## config.mk

```make
export PLATFORM = sky130hd
export DESIGN_NAME = kuuga_mem_arbiter
export DESIGN_NICKNAME = d
export VERILOG_FILES = /design/src/rtl/kuuga_arb_pkg.sv /design/src/rtl/kuuga_rr_arbiter2.sv /design/src/rtl/kuuga_mem_arbiter.sv
export SDC_FILE = /design/constraint.sdc
export NUM_CORES = 1
export LEC_CHECK = 0
export CORE_MARGIN = 8
export CORE_UTILIZATION = 43
export DETAILED_ROUTE_END_ITERATION = 8
export PLACE_DENSITY = 0.91
export SYNTH_ARGS = -nofsm -noshare
export SYNTH_HDL_FRONTEND = slang
export SYNTH_HIERARCHICAL = 1
export SYNTH_SLANG_ARGS = --single-unit
```

## constraint.sdc

```tcl
create_clock -name clk -period 7.35 [get_ports clk]
set_input_delay 0.735 -clock clk [delete_from_list [all_inputs] [get_ports clk]]
set_output_delay 0.735 -clock clk [all_outputs]
set_load 0.1 [all_outputs]
```

## src/rtl/kuuga_arb_pkg.sv

```systemverilog
// Shared types and constants for the Kuuga no-cache memory arbiter:
// FSM states, requester identity and AXI response decoding.
package kuuga_arb_pkg;

  typedef enum logic [2:0] {
    IDLE,
    RD_ADDR,
    RD_DATA,
    WR_ADDR,
    WR_RESP
  } arb_state_t;

  typedef enum logic {
    REQ_INSTR = 1'b0,
    REQ_DATA  = 1'b1
  } requester_t;

  localparam logic [1:0] AXI_RESP_OKAY = 2'b00;

  function automatic logic resp_is_err(input logic [1:0] resp);
    return resp != AXI_RESP_OKAY;
  endfunction

endpackage

```

## src/rtl/kuuga_rr_arbiter2.sv

```systemverilog
// Two-way round-robin arbiter: on a conflict, the requester not granted last wins.
// last_grant only advances when update_i marks an accepted grant.
module kuuga_rr_arbiter2
  import kuuga_arb_pkg::*;
(
  input  logic clk,
  input  logic rst_n,
  input  logic req_instr_i,
  input  logic req_data_i,
  input  logic update_i,
  output logic gnt_instr_o,
  output logic gnt_data_o
);

  requester_t last_grant_q, last_grant_d;

  always_comb begin
    // NOTE: every output gets a default before any branch so no latch is inferred.
    gnt_instr_o  = 1'b0;
    gnt_data_o   = 1'b0;
    last_grant_d = last_grant_q;
    if (req_instr_i && req_data_i) begin
      if (last_grant_q == REQ_INSTR) gnt_data_o = 1'b1;
      else                           gnt_instr_o = 1'b1;
    end else begin
      gnt_instr_o = req_instr_i;
      gnt_data_o  = req_data_i;
    end
    if (update_i) last_grant_d = gnt_data_o ? REQ_DATA : REQ_INSTR;
  end

  always_ff @(posedge clk or negedge rst_n) begin
    // NOTE: non-blocking assignment so every register samples pre-edge values.
    if (!rst_n) last_grant_q <= REQ_INSTR;
    else        last_grant_q <= last_grant_d;
  end

endmodule

```

## src/rtl/kuuga_mem_arbiter.sv

```systemverilog
// Shares one AXI4-Lite master between instruction fetch and data access.
// One transaction outstanding; each grant becomes exactly one AXI read or write.
module kuuga_mem_arbiter
  import kuuga_arb_pkg::*;
#(
  parameter int ADDR_WIDTH = 32,
  parameter int DATA_WIDTH = 32
) (
  input  logic                  clk,
  input  logic                  rst_n,
  // instruction fetch port
  input  logic                  instr_req_i,
  output logic                  instr_gnt_o,
  input  logic [ADDR_WIDTH-1:0] instr_addr_i,
  output logic                  instr_rvalid_o,
  output logic [DATA_WIDTH-1:0] instr_rdata_o,
  // data port
  input  logic                  data_req_i,
  output logic                  data_gnt_o,
  input  logic [ADDR_WIDTH-1:0] data_addr_i,
  input  logic                  data_we_i,
  input  logic [3:0]            data_be_i,
  input  logic [DATA_WIDTH-1:0] data_wdata_i,
  output logic                  data_rvalid_o,
  output logic [DATA_WIDTH-1:0] data_rdata_o,
  // AXI4-Lite master
  output logic [ADDR_WIDTH-1:0] m_axi_awaddr_o,
  output logic [2:0]            m_axi_awprot_o,
  output logic                  m_axi_awvalid_o,
  input  logic                  m_axi_awready_i,
  output logic [DATA_WIDTH-1:0] m_axi_wdata_o,
  output logic [3:0]            m_axi_wstrb_o,
  output logic                  m_axi_wvalid_o,
  input  logic                  m_axi_wready_i,
  input  logic [1:0]            m_axi_bresp_i,
  input  logic                  m_axi_bvalid_i,
  output logic                  m_axi_bready_o,
  output logic [ADDR_WIDTH-1:0] m_axi_araddr_o,
  output logic [2:0]            m_axi_arprot_o,
  output logic                  m_axi_arvalid_o,
  input  logic                  m_axi_arready_i,
  input  logic [DATA_WIDTH-1:0] m_axi_rdata_i,
  input  logic [1:0]            m_axi_rresp_i,
  input  logic                  m_axi_rvalid_i,
  output logic                  m_axi_rready_o,
  output logic                  bus_err_o
);

  arb_state_t            state_q, state_d;
  requester_t            owner_q, owner_d;
  logic [ADDR_WIDTH-1:0] addr_q, addr_d;
  logic [DATA_WIDTH-1:0] wdata_q, wdata_d;
  logic [3:0]            wstrb_q, wstrb_d;
  logic                  arvalid_q, arvalid_d;
  logic                  awvalid_q, awvalid_d;
  logic                  wvalid_q, wvalid_d;
  logic                  instr_rvalid_q, instr_rvalid_d;
  logic                  data_rvalid_q, data_rvalid_d;
  logic [DATA_WIDTH-1:0] instr_rdata_q, instr_rdata_d;
  logic [DATA_WIDTH-1:0] data_rdata_q, data_rdata_d;
  logic                  bus_err_q, bus_err_d;

  logic idle;
  logic arb_gnt_instr, arb_gnt_data, arb_update;

  assign idle = (state_q == IDLE);

  kuuga_rr_arbiter2 u_rr_arbiter (
    .clk         (clk),
    .rst_n       (rst_n),
    .req_instr_i (instr_req_i && idle),
    .req_data_i  (data_req_i && idle),
    .update_i    (arb_update),
    .gnt_instr_o (arb_gnt_instr),
    .gnt_data_o  (arb_gnt_data)
  );

  always_comb begin
    state_d        = state_q;
    owner_d        = owner_q;
    addr_d         = addr_q;
    wdata_d        = wdata_q;
    wstrb_d        = wstrb_q;
    arvalid_d      = arvalid_q;
    awvalid_d      = awvalid_q;
    wvalid_d       = wvalid_q;
    instr_rvalid_d = 1'b0;
    data_rvalid_d  = 1'b0;
    instr_rdata_d  = instr_rdata_q;
    data_rdata_d   = data_rdata_q;
    bus_err_d      = bus_err_q;
    arb_update     = 1'b0;
    instr_gnt_o    = 1'b0;
    data_gnt_o     = 1'b0;
    m_axi_rready_o = 1'b0;
    m_axi_bready_o = 1'b0;

    unique case (state_q)
      IDLE: begin
        instr_gnt_o = arb_gnt_instr;
        data_gnt_o  = arb_gnt_data;
        if (arb_gnt_instr) begin
          arb_update = 1'b1;
          owner_d    = REQ_INSTR;
          addr_d     = {instr_addr_i[ADDR_WIDTH-1:2], 2'b00};
          arvalid_d  = 1'b1;
          state_d    = RD_ADDR;
        end else if (arb_gnt_data) begin
          arb_update = 1'b1;
          owner_d    = REQ_DATA;
          addr_d     = {data_addr_i[ADDR_WIDTH-1:2], 2'b00};
          if (data_we_i) begin
            wdata_d   = data_wdata_i;
            wstrb_d   = data_be_i;
            awvalid_d = 1'b1;
            wvalid_d  = 1'b1;
            state_d   = WR_ADDR;
          end else begin
            arvalid_d = 1'b1;
            state_d   = RD_ADDR;
          end
        end
      end
      RD_ADDR: begin
        if (m_axi_arready_i) begin
          arvalid_d = 1'b0;
          state_d   = RD_DATA;
        end
      end
      RD_DATA: begin
        m_axi_rready_o = 1'b1;
        if (m_axi_rvalid_i) begin
          state_d = IDLE;
          if (owner_q == REQ_INSTR) begin
            instr_rvalid_d = 1'b1;
            instr_rdata_d  = m_axi_rdata_i;
          end else begin
            data_rvalid_d = 1'b1;
            data_rdata_d  = m_axi_rdata_i;
          end
          if (resp_is_err(m_axi_rresp_i)) bus_err_d = 1'b1;
        end
      end
      WR_ADDR: begin
        // AW and W complete independently; leave once neither is still pending.
        if (m_axi_awready_i) awvalid_d = 1'b0;
        if (m_axi_wready_i)  wvalid_d  = 1'b0;
        if (!awvalid_d && !wvalid_d) state_d = WR_RESP;
      end
      WR_RESP: begin
        m_axi_bready_o = 1'b1;
        if (m_axi_bvalid_i) begin
          state_d       = IDLE;
          data_rvalid_d = 1'b1;
          data_rdata_d  = '0;
          if (resp_is_err(m_axi_bresp_i)) bus_err_d = 1'b1;
        end
      end
      default: state_d = IDLE;
    endcase
  end

  always_ff @(posedge clk or negedge rst_n) begin
    if (!rst_n) begin
      state_q        <= IDLE;
      owner_q        <= REQ_INSTR;
      addr_q         <= '0;
      wdata_q        <= '0;
      wstrb_q        <= '0;
      arvalid_q      <= 1'b0;
      awvalid_q      <= 1'b0;
      wvalid_q       <= 1'b0;
      instr_rvalid_q <= 1'b0;
      data_rvalid_q  <= 1'b0;
      instr_rdata_q  <= '0;
      data_rdata_q   <= '0;
      bus_err_q      <= 1'b0;
    end else begin
      state_q        <= state_d;
      owner_q        <= owner_d;
      addr_q         <= addr_d;
      wdata_q        <= wdata_d;
      wstrb_q        <= wstrb_d;
      arvalid_q      <= arvalid_d;
      awvalid_q      <= awvalid_d;
      wvalid_q       <= wvalid_d;
      instr_rvalid_q <= instr_rvalid_d;
      data_rvalid_q  <= data_rvalid_d;
      instr_rdata_q  <= instr_rdata_d;
      data_rdata_q   <= data_rdata_d;
      bus_err_q      <= bus_err_d;
    end
  end

  assign instr_rvalid_o  = instr_rvalid_q;
  assign instr_rdata_o   = instr_rdata_q;
  assign data_rvalid_o   = data_rvalid_q;
  assign data_rdata_o    = data_rdata_q;
  assign m_axi_awaddr_o  = addr_q;
  assign m_axi_araddr_o  = addr_q;
  assign m_axi_awprot_o  = 3'b000;
  assign m_axi_arprot_o  = 3'b000;
  assign m_axi_awvalid_o = awvalid_q;
  assign m_axi_wvalid_o  = wvalid_q;
  assign m_axi_wdata_o   = wdata_q;
  assign m_axi_wstrb_o   = wstrb_q;
  assign m_axi_arvalid_o = arvalid_q;
  assign bus_err_o       = bus_err_q;

endmodule

```

After elaboration in Yosys (flattened, before gate mapping)

Cells that the tools add are included.

Equal/unequal tests: 16
Muxes and demuxes: 53
Bitwise operators: 2
Reductions and logical operators: 21

Operators with widths:

| kind                                                                    | count |
|---|---|
| 32-bit 2-to-1 mux                                                       | 5 |
| 32-bit case mux with 2 select lines                                     | 1 |
| 1-bit 2-to-1 mux                                                        | 34 |
| 3-bit 2-to-1 mux                                                        | 6 |
| 2-bit inequality test, second input constant                            | 9 |
| 4-bit AND reduction                                                     | 4 |
| 3-bit case mux with 5 select lines                                      | 1 |
| 2-bit nonzero test                                                      | 6 |
| 1-bit case mux with 2 select lines                                      | 5 |
| 5-bit AND reduction                                                     | 2 |
| 3-bit by 2-bit equality test with 1-bit output, second input constant   | 2 |
| 1-bit logical AND                                                       | 4 |
| 3-bit by 1-bit equality test with 1-bit output, second input constant   | 1 |
| 3-bit equality test, second input constant                              | 1 |
| 3-bit logical NOT                                                       | 1 |
| 3-bit by 1-bit inequality test with 1-bit output, second input constant | 1 |
| 3-bit by 2-bit inequality test with 1-bit output, second input constant | 1 |
| 3-bit AND reduction                                                     | 1 |
| 1-bit logical NOT                                                       | 2 |
| 2-bit 2-to-1 mux                                                        | 1 |
| 2-bit by 1-bit inequality test with 1-bit output, second input constant | 1 |
| 1-bit inverter                                                          | 2 |
| 2-bit AND reduction                                                     | 1 |

Bits in registers: 143
Word-level logic and storage cells: 106

Depth between registers and ports, before layout

Gate-level depths: netlist of the first run.

Word-level depth: 7
Gate-level depth with buffers: 10
Depth with buffers taken out: 6

Modules after synthesis

Netlist of the first run, hierarchy kept.

Modules (own cells, without submodules):

| module            | instances | cells each | area each (µm²) | seq. area each (µm²) |
|---|---|---|---|---|
| kuuga_mem_arbiter | 1         | 415        | 6032.0          | 3503.4 |
| kuuga_rr_arbiter2 | 1         | 5          | 62.6            | 25.0 |

Least setup slack after synthesis of the first run

Ideal clock, no wire load.

Path type: register to output
Start point: register state_q[1]
End point: output instr_gnt_o
Data arrival time: 2.471 ns
Required time: 6.615 ns
Setup slack: 4.144 ns
Cell stages (with the launch flop): 8
Path buffers: 3
Path through: dfrtp_1 > buf_4 > nor3_4 > and2_1 > a21boi_0 > clkbuf_1 > clkbuf_1 > and2_1

Cells in the longest elaborated chain, start to end: 5

RTL lines:

| item                                        | line                                             | source |
|---|---|---|
| start, declared                             | kuuga_mem_arbiter.sv:49                          | `arb_state_t state_q, state_d;` |
| start signal, assigned                      | kuuga_mem_arbiter.sv:179                         | `state_q <= state_d;` |
| 3-bit logical NOT *                         | kuuga_mem_arbiter.sv:66                          | `assign idle = (state_q == IDLE);` |
| 1-bit logical AND, on equally long branches | kuuga_mem_arbiter.sv:71, kuuga_mem_arbiter.sv:72 |  |
| 1-bit logical AND                           | kuuga_rr_arbiter2.sv:22                          | `if (req_instr_i && req_data_i) begin` |
| 1-bit 2-to-1 mux *                          | kuuga_rr_arbiter2.sv:22                          |  |
| via arb_gnt_instr                           | kuuga_mem_arbiter.sv:64                          | `logic arb_gnt_instr, arb_gnt_data, arb_update;` |
| 1-bit 2-to-1 mux *                          | kuuga_mem_arbiter.sv:98                          | `unique case (state_q)` |
| end, declared                               | kuuga_mem_arbiter.sv:13                          | `output logic instr_gnt_o,` |

Mark *: on every way through the listed nets, which the timed path passes. The rest lies on a longest branch.

Worst setup path in the final report of the first run

Same ends and word-level chain as after synthesis.

==> qor.yml, run 1 <==
clock_tree:
  clk-insertion-delay-late_ns: 0.41
  clock_tree.root_cell: "clkbuf_16"
  tritoncts.num_buffers: 17
  cts_post_setup_buffers_inserted: 0
  cts_max_level: 4
  post_cts_resize_count: 0
  clkTransAtPathRegs_ns: 0.06
  tritoncts: "yes"
  max-clock-path-buffers: 2
  cts_hold_buf: 0
  clock-sinks: 141
placement:
  gp_congestion: 0.7882
  dp_hpwl_mm: 14.76
  number_of_buffers_inserted_by_port_buffering: 311
grt:
  grt-ovfl-total: 0
  vias_in_the_first_global_route: 4992
  grt_start_max_net_pins: 98
  grt_use_total_pct: 20.50
  grt_pass1_wl_mm: 28.94
  grt_antenna_before_repair: 0
sta:
  timing.final.hold_violations: 0
  final.setup_skew_ns: 0.006229
  fin_tns_setup_ns: 0
  finalSetupViolations: 0
  period_needed_ns: 4.531
  rsz0062_at_grt: "no"
  fmax_mhz: 220.7
  drv_slew: 0
  normalized_max_slew_margin_pct: 22.86
  tightestPinTransition_ns: 1.157
  final_clock_period_utilization_by_the_worst_path_pct: 61.65
yosys:
  yosys_most_used_dff: "dfrtp_1"
  post_synth_instance_area_um2: 6095
  postSynthAreaPerCell_um2: 14.51
  synth.yosys.seq_area_share_pct: 57.89
  yosysWarnings: 6
  cell_count_after_synthesis: 420
  ys_seq_elements: 141
  yosysUniqueCellTypes: 37
  synthArstFlopShare_pct: 100.0
  synth-edff-count: 0
worst_setup_path:
  path_buf_inv: 1
  crit_path_max_incr_delay_ns: 1.17
  path_class: "reg2out"
  timing.critical_path.to_type: "output port"
  cp_slowest_cell: "clkdlybuf4s50_1"
  worst_ep_arrival_time_ns: 3.80
  worst_path_most_repeated_cell: "and2_1"
  crit_required_ns: 6.61
  timing.critical_path.cells: "nor3_4 -> and2_1 -> a21boi_4 -> and2_1 -> clkdlybuf4s50_1"
  start_kind: "flip-flop"
  critPathTopFamily: "buffers and inverters"
  critPathMaxFanout: 34
outcome:
  result_of_the_run: "complete, no violations"
route:
  final_wl_mm: 19.05
  via_count: 4447
  antenna_left: 0
  final_routed_drc_violation_total: 0
  dr.pass1.iters: 4
  ratio_of_routed_vias_to_standard_cells: 4.980
  detail_route.iter0.violations: 194
  wire_per_inst_um: 21.33
flow_run:
  drv_cap: 0
cells_and_area:
  antennaDiodeCount: 0
  layout-drive-gt1-share_pct: 23.14
  fin_nets: 847
  area_growth_pct: 59.06
die:
  die_h_um: 135.1
  core_um2: 13880
  dieArea_um2: 18240
  floorplan.rows: 43
  num_io_pins: 326
  die_w_um: 135.1
  start_util_pct: 43.91
min_path:
  hold_path.class: "in2async"
-- layer usage --
layer	wire length, µm	GRT usage, %	vias up
li1	-	-	2022
met1	6738	20.94	2202
met2	10280	37.85	202
met3	1727	7.392	21
met4	301	6.724	0
met5	0	0	-
-- placed cells by master (no fill, tap or decap), drive strengths merged, types with 6 or more instances in the layout --
cell type and n:
buf 6, clkinv 6, inv 12, clkbuf 18
clkdlybuf4s50 310, dfrtp 141, conb 10, a22o 32
mux2 129
-- cell families after synthesis --
family	after synthesis	synth area share, %
flip-flops	141	57.89
AND/OR/NAND/NOR	23	2.751
AO/OA/AOI/OAI	52	7.021
multiplexers	129	23.90
buffers and inverters	74	8.376
other	1	0.06153
-- worst paths after layout --
path                            cells past startpoint  slack [ns]            endpoint        startpoint
worst max-delay path                                5        2.82         instr_gnt_o        state_q[1]
worst min-delay path                                1        0.40     data_rdata_o[4]             rst_n
worst max register to register                      6        4.22   m_axi_araddr_o[5]        state_q[1]
worst min register to register                      1        0.50    m_axi_wdata_o[5]  m_axi_wdata_o[5]
max in group asynchronous                           2        5.78  m_axi_araddr_o[23]             rst_n
min in group clk                                    1        0.50    m_axi_wdata_o[5]  m_axi_wdata_o[5]
-- through the flow --
stage	utilization [%]	instances	hold WS, ns	setup WS [ns]	area [µm²]
after floorplan	-	429	0.4394	4.144	6128
after global placement	65.20	862	0.4630	2.983	9050
after detailed placement	65.20	862	0.4782	2.907	9050
after CTS	69.84	893	0.4403	2.742	9694
after global routing	69.84	893	0.4929	2.609	9694
final	69.84	893	0.3964	2.819	9694
-- state kept, by name, indices dropped and copies added, names as in the netlist, 3 cells and up --
register	count
data_rdata_o	32
m_axi_wdata_o	32
m_axi_araddr_o	30
state_q	3
m_axi_wstrb_o	4
instr_rdata_o	32
-- synth_stat cells (2+ instances only) --
master | number | area, µm²
nand2b_1 | 3 | 18.77
a21oi_1 | 2 | 10.01
o21ai_0 | 4 | 20.02
clkbuf_1 | 7 | 26.28
buf_6 | 6 | 67.56
or3_1 | 2 | 12.51
o22ai_1 | 2 | 12.51
o221ai_1 | 3 | 26.28
nand3b_1 | 2 | 15.01
buf_4 | 46 | 345.3
mux2_1 | 6 | 67.56
inv_1 | 11 | 41.29
mux2_2 | 122 | 1374
dfrtp_1 | 141 | 3528
nor2_1 | 5 | 18.77
buf_2 | 3 | 15.01
a22o_1 | 32 | 280.3
and2_1 | 4 | 25.02
-- area by class of cell --
| cell class | count | area (µm²) |
|---|---|---|
| fill | 946 | 4187 |
| clock buffer | 18 | 429.2 |
| sequential | 141 | 3528 |
| clock inverter | 13 | 215.2 |
| inverter | 11 | 41.29 |
| timing repair buffer | 316 | 3152 |
| tap | 180 | 225.2 |
| multi-input combinational | 214 | 2103 |
Power of run 1 is left out: the tool's default activity adds up to more than one toggle a clock period on the data nets, which glitch-free logic cannot reach.
==> run 2, diff against run 1 <==
Settings changed: CORE_UTILIZATION 43 to 36, PLACE_DENSITY 0.91 to 0.82.
Clock period 7.35 ns to 3.95 ns, I/O delays scaled along.
==> qor.yml, run 2 (same netlist as run 1, synthesis figures left out) <==
outcome:
  result_of_the_run: "finished, violations left"  # was complete, no violations
  violated_checks: "hold timing"
route:
  via_count: 4484  # was 4447
  dr.pass1.iters: 4  # unchanged
  wire_per_inst_um: 19.95  # was 21.33 µm
  final_routed_drc_violation_total: 0  # unchanged
  ratio_of_routed_vias_to_standard_cells: 4.796  # was 4.980
  antenna_left: 0  # unchanged
  final_wl_mm: 18.66  # was 19.05 mm
  detail_route.iter0.violations: 109  # was 194
grt:
  grt_start_max_net_pins: 80  # was 98
  vias_in_the_first_global_route: 5076  # was 4992
  grt_antenna_before_repair: 0  # unchanged
  grt-ovfl-total: 0  # unchanged
  grt_use_total_pct: 17.47  # was 20.50%
  grt_pass1_wl_mm: 29.29  # was 28.94 mm
sta:
  timing.final.hold_violations: 14  # was 0
  fmax_mhz: 348.6
  drv_slew: 0  # unchanged
  normalized_max_slew_margin_pct: 21.04  # was 22.86%
  tightestPinTransition_ns: 1.184  # was 1.157 ns
  timing.final.ws_setup_ns: 1.081  # was 2.819 ns
  hold-worst-slack_ns: -0.01576  # was 0.3964 ns
  fin_tns_setup_ns: 0  # unchanged
  final.setup_skew_ns: 0.01505  # was 0.006229 ns
  rsz0062_at_grt: "no"  # unchanged
  period_needed_ns: 2.869
  finalSetupViolations: 0  # unchanged
  final_clock_period_utilization_by_the_worst_path_pct: 72.63
worst_setup_path:
  critPathMaxFanout: 9  # was 34
  worst-r2r-setup-slack_ns: 1.11  # was 4.22 ns
  crit_required_ns: 3.56  # was 6.61 ns
  worst_r2r_startpoint: "state_q[1]"  # unchanged
  timing.critical_path.depth: 4  # was 5
  path_class: "reg2out"  # unchanged
  timing.critical_path.cells: "nor2_1 -> nand2_1 -> inv_1 -> clkdlybuf4s50_1"  # was nor3_4 -> and2_1 -> a21boi_4 -> and2_1 -> clkdlybuf4s50_1
  path_buf_inv: 2  # was 1
  timing.critical_path.to_type: "output port"  # unchanged
  setup.worst_path.start: "state_q[1]"  # unchanged
  start_kind: "flip-flop"  # unchanged
  crit_path_max_incr_delay_ns: 1.15  # was 1.17 ns
  cp_slowest_cell: "clkdlybuf4s50_1"  # unchanged
  worst_ep_arrival_time_ns: 2.47  # was 3.80 ns
  critPathTopFamily: "buffers and inverters"  # unchanged
  count_of_cells_along_the_worst_register_to_register_path: 5  # was 6
  r2r-end: "m_axi_wdata_o[6]"  # was m_axi_araddr_o[5]
  critical_path.endpoint: "m_axi_bready_o"  # was instr_gnt_o
clock_tree:
  clkTransAtPathRegs_ns: 0.06  # about the same
  clk-insertion-delay-late_ns: 0.42  # was 0.41 ns
  max-clock-path-buffers: 2  # unchanged
  clock-sinks: 141  # unchanged
  tritoncts.num_buffers: 17  # unchanged
  cts_hold_buf: 0  # unchanged
  cts_max_level: 4  # unchanged
  post_cts_resize_count: 0  # unchanged
  clock_tree.root_cell: "clkbuf_16"  # unchanged
  cts_post_setup_buffers_inserted: 0  # unchanged
  tritoncts: "yes"  # unchanged
die:
  die_h_um: 146.1  # was 135.1 µm
  core_um2: 16580  # was 13880 µm²
  floorplan.rows: 47  # was 43
  dieArea_um2: 21350  # was 18240 µm²
  num_io_pins: 326  # unchanged
  start_util_pct: 36.75  # was 43.91%
  die_w_um: 146.1  # was 135.1 µm
cells_and_area:
  layout.filler_cells: 1310  # was 946
  antennaDiodeCount: 0  # unchanged
  most_frequent_cells_in_the_layout: "clkdlybuf4s50_1 (308), dfrtp_1 (141), mux2_2 (122)"  # was clkdlybuf4s50_1 (310), dfrtp_1 (141), mux2_2 (122)
  most_common_cell_after_layout_fill_and_taps_aside: "clkdlybuf4s50_1"  # unchanged
  fin_nets: 848  # was 847
  area_growth_pct: 58.43  # was 59.06%
  layout.cell_area.non_filler_um2: 9656  # was 9694 µm²
  layout-drive-gt1-share_pct: 23.78  # was 23.14%
placement:
  placed_cell_area_um2: 9104  # was 9050 µm²
  detailedPlace.worstSlack_ns: 1.091  # was 2.907 ns
  gp_congestion: 0.7856  # was 0.7882
  number_of_buffers_inserted_by_port_buffering: 311  # unchanged
  dp_hpwl_mm: 14.53  # was 14.76 mm
min_path:
  hold_path.class: "in2async"  # unchanged
flow_run:
  drv_cap: 0  # unchanged
## run 2: worst min-delay path by stage
stage               slack [ns]  startpoint                 to
floorplan                  0.1       rst_n          bus_err_o
global placement          0.46       rst_n   instr_rdata_o[4]
detailed placement        0.47       rst_n   instr_rdata_o[4]
CTS                       0.02       rst_n    data_rdata_o[1]
global route              0.05       rst_n    data_rdata_o[1]
finish                   -0.02       rst_n  instr_rdata_o[10]
## run 2: worst register-to-register path, cell delays in order (launching register included)
cell and delay, ns:
dfrtp_1 0.52, nor3_4 0.33, and2_1 0.23, a21boi_2 0.30, and4_2 0.90, mux2_2 0.44
## run 2: per-stage QoR
| stage | util, % | instances |
|---|---|---|
| 3_3_place_gp | 54.90 | 903 |
| 5_1_grt | 58.22 | 935 |
| 2_1_floorplan | - | 429 |
| 4_1_cts | 58.22 | 935 |
| 3_5_place_dp | 54.90 | 903 |
| 6_report | 58.22 | 935 |
## run 2: routing by layer
metal  part of all wire, %  GRT usage [%]  vias up  wire [µm]
met5                     0              0        -          0
met4                   1.6          6.028        0        306
met3                   8.7          7.571       22       1631
met2                    53          31.26      223       9809
met1                    37          17.91     2225       6909
li1                      -              -     2014          -
## run 2: cell type report
| cell class | instances | area, µm² | area share (%) |
|---|---|---|---|
| multi-input cells | 214 | 2105 | 21.80 |
| clock buffers | 18 | 429.2 | 4.445 |
| flip-flops and latches | 141 | 3528 | 36.54 |
| well taps | 220 | 275.3 | 2.851 |
| repair buffers | 317 | 3154 | 32.67 |
| clock inverters | 14 | 122.6 | 1.270 |
| inverters | 11 | 41.29 | 0.4276 |
Power of run 2 is left out for the same reason.
==> run 3, diff against run 2 <==
Clock period 3.95 ns to 2.4 ns, I/O delays scaled along.
==> qor.yml, run 3 (same netlist as run 1, synthesis figures left out) <==
worst_setup_path:
  timing.critical_path.cells: "nor3_4 -> and2_4 -> a21boi_4 -> buf_12 -> and2_4 -> buf_12"  # was nor2_1 -> nand2_1 -> inv_1 -> clkdlybuf4s50_1
  crit_path_max_incr_delay_ns: 0.40  # was 1.15 ns
  crit_required_ns: 2.16  # was 3.56 ns
  path_buf_inv: 2  # unchanged
  path_class: "reg2out"  # unchanged
  start_kind: "flip-flop"  # unchanged
  critPathTopFamily: "simple AND/OR/NAND/NOR gates"  # was buffers and inverters
  timing.critical_path.to_type: "output port"  # unchanged
  worst_ep_arrival_time_ns: 2.08  # was 2.47 ns
  critPathMaxFanout: 16  # was 9
  cp_slowest_cell: "dfrtp_1"  # was clkdlybuf4s50_1
route:
  detail_route.iter0.violations: 142  # was 109
  wire_per_inst_um: 19.93  # was 19.95 µm
  via_count: 4485  # was 4484
  final_wl_mm: 18.79  # was 18.66 mm
  ratio_of_routed_vias_to_standard_cells: 4.756  # was 4.796
  dr.pass1.iters: 4  # unchanged
  final_routed_drc_violation_total: 0  # unchanged
  antenna_left: 0  # unchanged
grt:
  grt-ovfl-total: 0  # unchanged
  grt_use_total_pct: 17.58  # was 17.47%
  vias_in_the_first_global_route: 5074  # was 5076
  grt_pass1_wl_mm: 29.48  # was 29.29 mm
  grt_antenna_before_repair: 0  # unchanged
  grt_start_max_net_pins: 142  # was 80
min_path:
  hold_path.class: "in2reg"  # was in2async
cells_and_area:
  layout.filler_cells: 1340  # was 1310
  layout-drive-gt1-share_pct: 48.13  # was 23.78%
  fin_nets: 857  # was 848
  antennaDiodeCount: 0  # unchanged
  area_growth_pct: 56.03  # was 58.43%
  most_frequent_cells_in_the_layout: "buf_4 (176), dfrtp_1 (141), clkdlybuf4s50_1 (140)"  # was clkdlybuf4s50_1 (308), dfrtp_1 (141), mux2_2 (122)
  most_common_cell_after_layout_fill_and_taps_aside: "buf_4"  # was clkdlybuf4s50_1
clock_tree:
  clock_tree.root_cell: "clkbuf_16"  # unchanged
  clock-sinks: 141  # unchanged
  clkTransAtPathRegs_ns: 0.06  # about the same
  clk-insertion-delay-late_ns: 0.41  # was 0.42 ns
  max-clock-path-buffers: 2  # unchanged
  tritoncts.num_buffers: 17  # unchanged
  tritoncts: "yes"  # unchanged
  cts_max_level: 4  # unchanged
die:
  die_w_um: 146.1  # unchanged
  die_h_um: 146.1  # unchanged
  start_util_pct: 36.75  # unchanged
  floorplan.rows: 47  # unchanged
  dieArea_um2: 21350  # unchanged
  num_io_pins: 326  # unchanged
  core_um2: 16580  # unchanged
sta:
  drv_slew: 0  # unchanged
  period_needed_ns: 2.316
  fmax_mhz: 431.9
  finalSetupViolations: 0  # unchanged
  final_clock_period_utilization_by_the_worst_path_pct: 96.48
  final.setup_skew_ns: 0.008959  # was 0.01505 ns
  tightestPinTransition_ns: 0.8216  # was 1.184 ns
  fin_tns_setup_ns: 0  # unchanged
  timing.final.hold_violations: 0  # was 14
  normalized_max_slew_margin_pct: 45.22  # was 21.04%
outcome:
  result_of_the_run: "complete, no violations"  # was finished, violations left
flow_run:
  drv_cap: 0  # unchanged
placement:
  number_of_buffers_inserted_by_port_buffering: 311  # unchanged
  dp_hpwl_mm: 14.32  # was 14.53 mm
  gp_congestion: 0.7674  # was 0.7856
==> run 3: through the flow <==
step	std cells	utilization (%)	setup WS, ns	instance area (µm²)	hold WS, ns
2_1_floorplan	429	-	-0.01036	6131	-0.05559
3_3_place_gp	908	53.13	0.2789	8811	0.3960
3_5_place_dp	908	53.13	0.1481	8811	0.4221
4_1_cts	942	57.22	0.04237	9489	0.4133
5_1_grt	943	57.34	-0.003990	9509	0.4252
6_report	943	57.34	0.08447	9509	0.4354
==> run 3: path summary, 6_finish.rpt <==
kind,from,end,slack (ns),cells past startpoint
min in group asynchronous,rst_n,instr_rdata_o[3],0.45,3
worst min-delay path,data_wdata_i[14],m_axi_wdata_o[14],0.44,2
worst min register to register,m_axi_wdata_o[9],m_axi_wdata_o[9],0.49,1
worst max register to register,state_q[1],m_axi_araddr_o[27],0.22,6
worst max-delay path,state_q[1],instr_gnt_o,0.08,6
max in group asynchronous,rst_n,m_axi_awvalid_o,1.27,3
==> run 3: metal layers <==
metal / wire, µm / share of wire (%) / vias to the layer above / track usage, %
li1: - / - / 2037 / -
met1: 7068 / 38 / 2235 / 18.70
met2: 9840 / 52 / 193 / 31.40
met3: 1582 / 8.4 / 20 / 6.799
met4: 299 / 1.6 / 0 / 5.770
met5: 0 / 0 / - / 0
==> run 3: timing repair <==
item,4_1_cts,5_1_grt
pin swaps,1,1
buffers inserted,1,1
resized for setup,0,3
cloned,1,0
hold buffers,1,0
endpoints found under the setup margin,2,2
hold endpoints to repair,125,0
==> run 3: final cells by class <==
type / instances / area [µm²] / area share [%]
clock buffer: 19 / 442.9 / 4.658
clock inverter: 12 / 185.2 / 1.947
inverter: 11 / 41.29 / 0.4342
multi-input combinational: 214 / 2120 / 22.29
sequential: 141 / 3528 / 37.11
tap: 220 / 275.3 / 2.895
timing repair buffer: 326 / 2917 / 30.67
Power of run 3 is left out for the same reason.
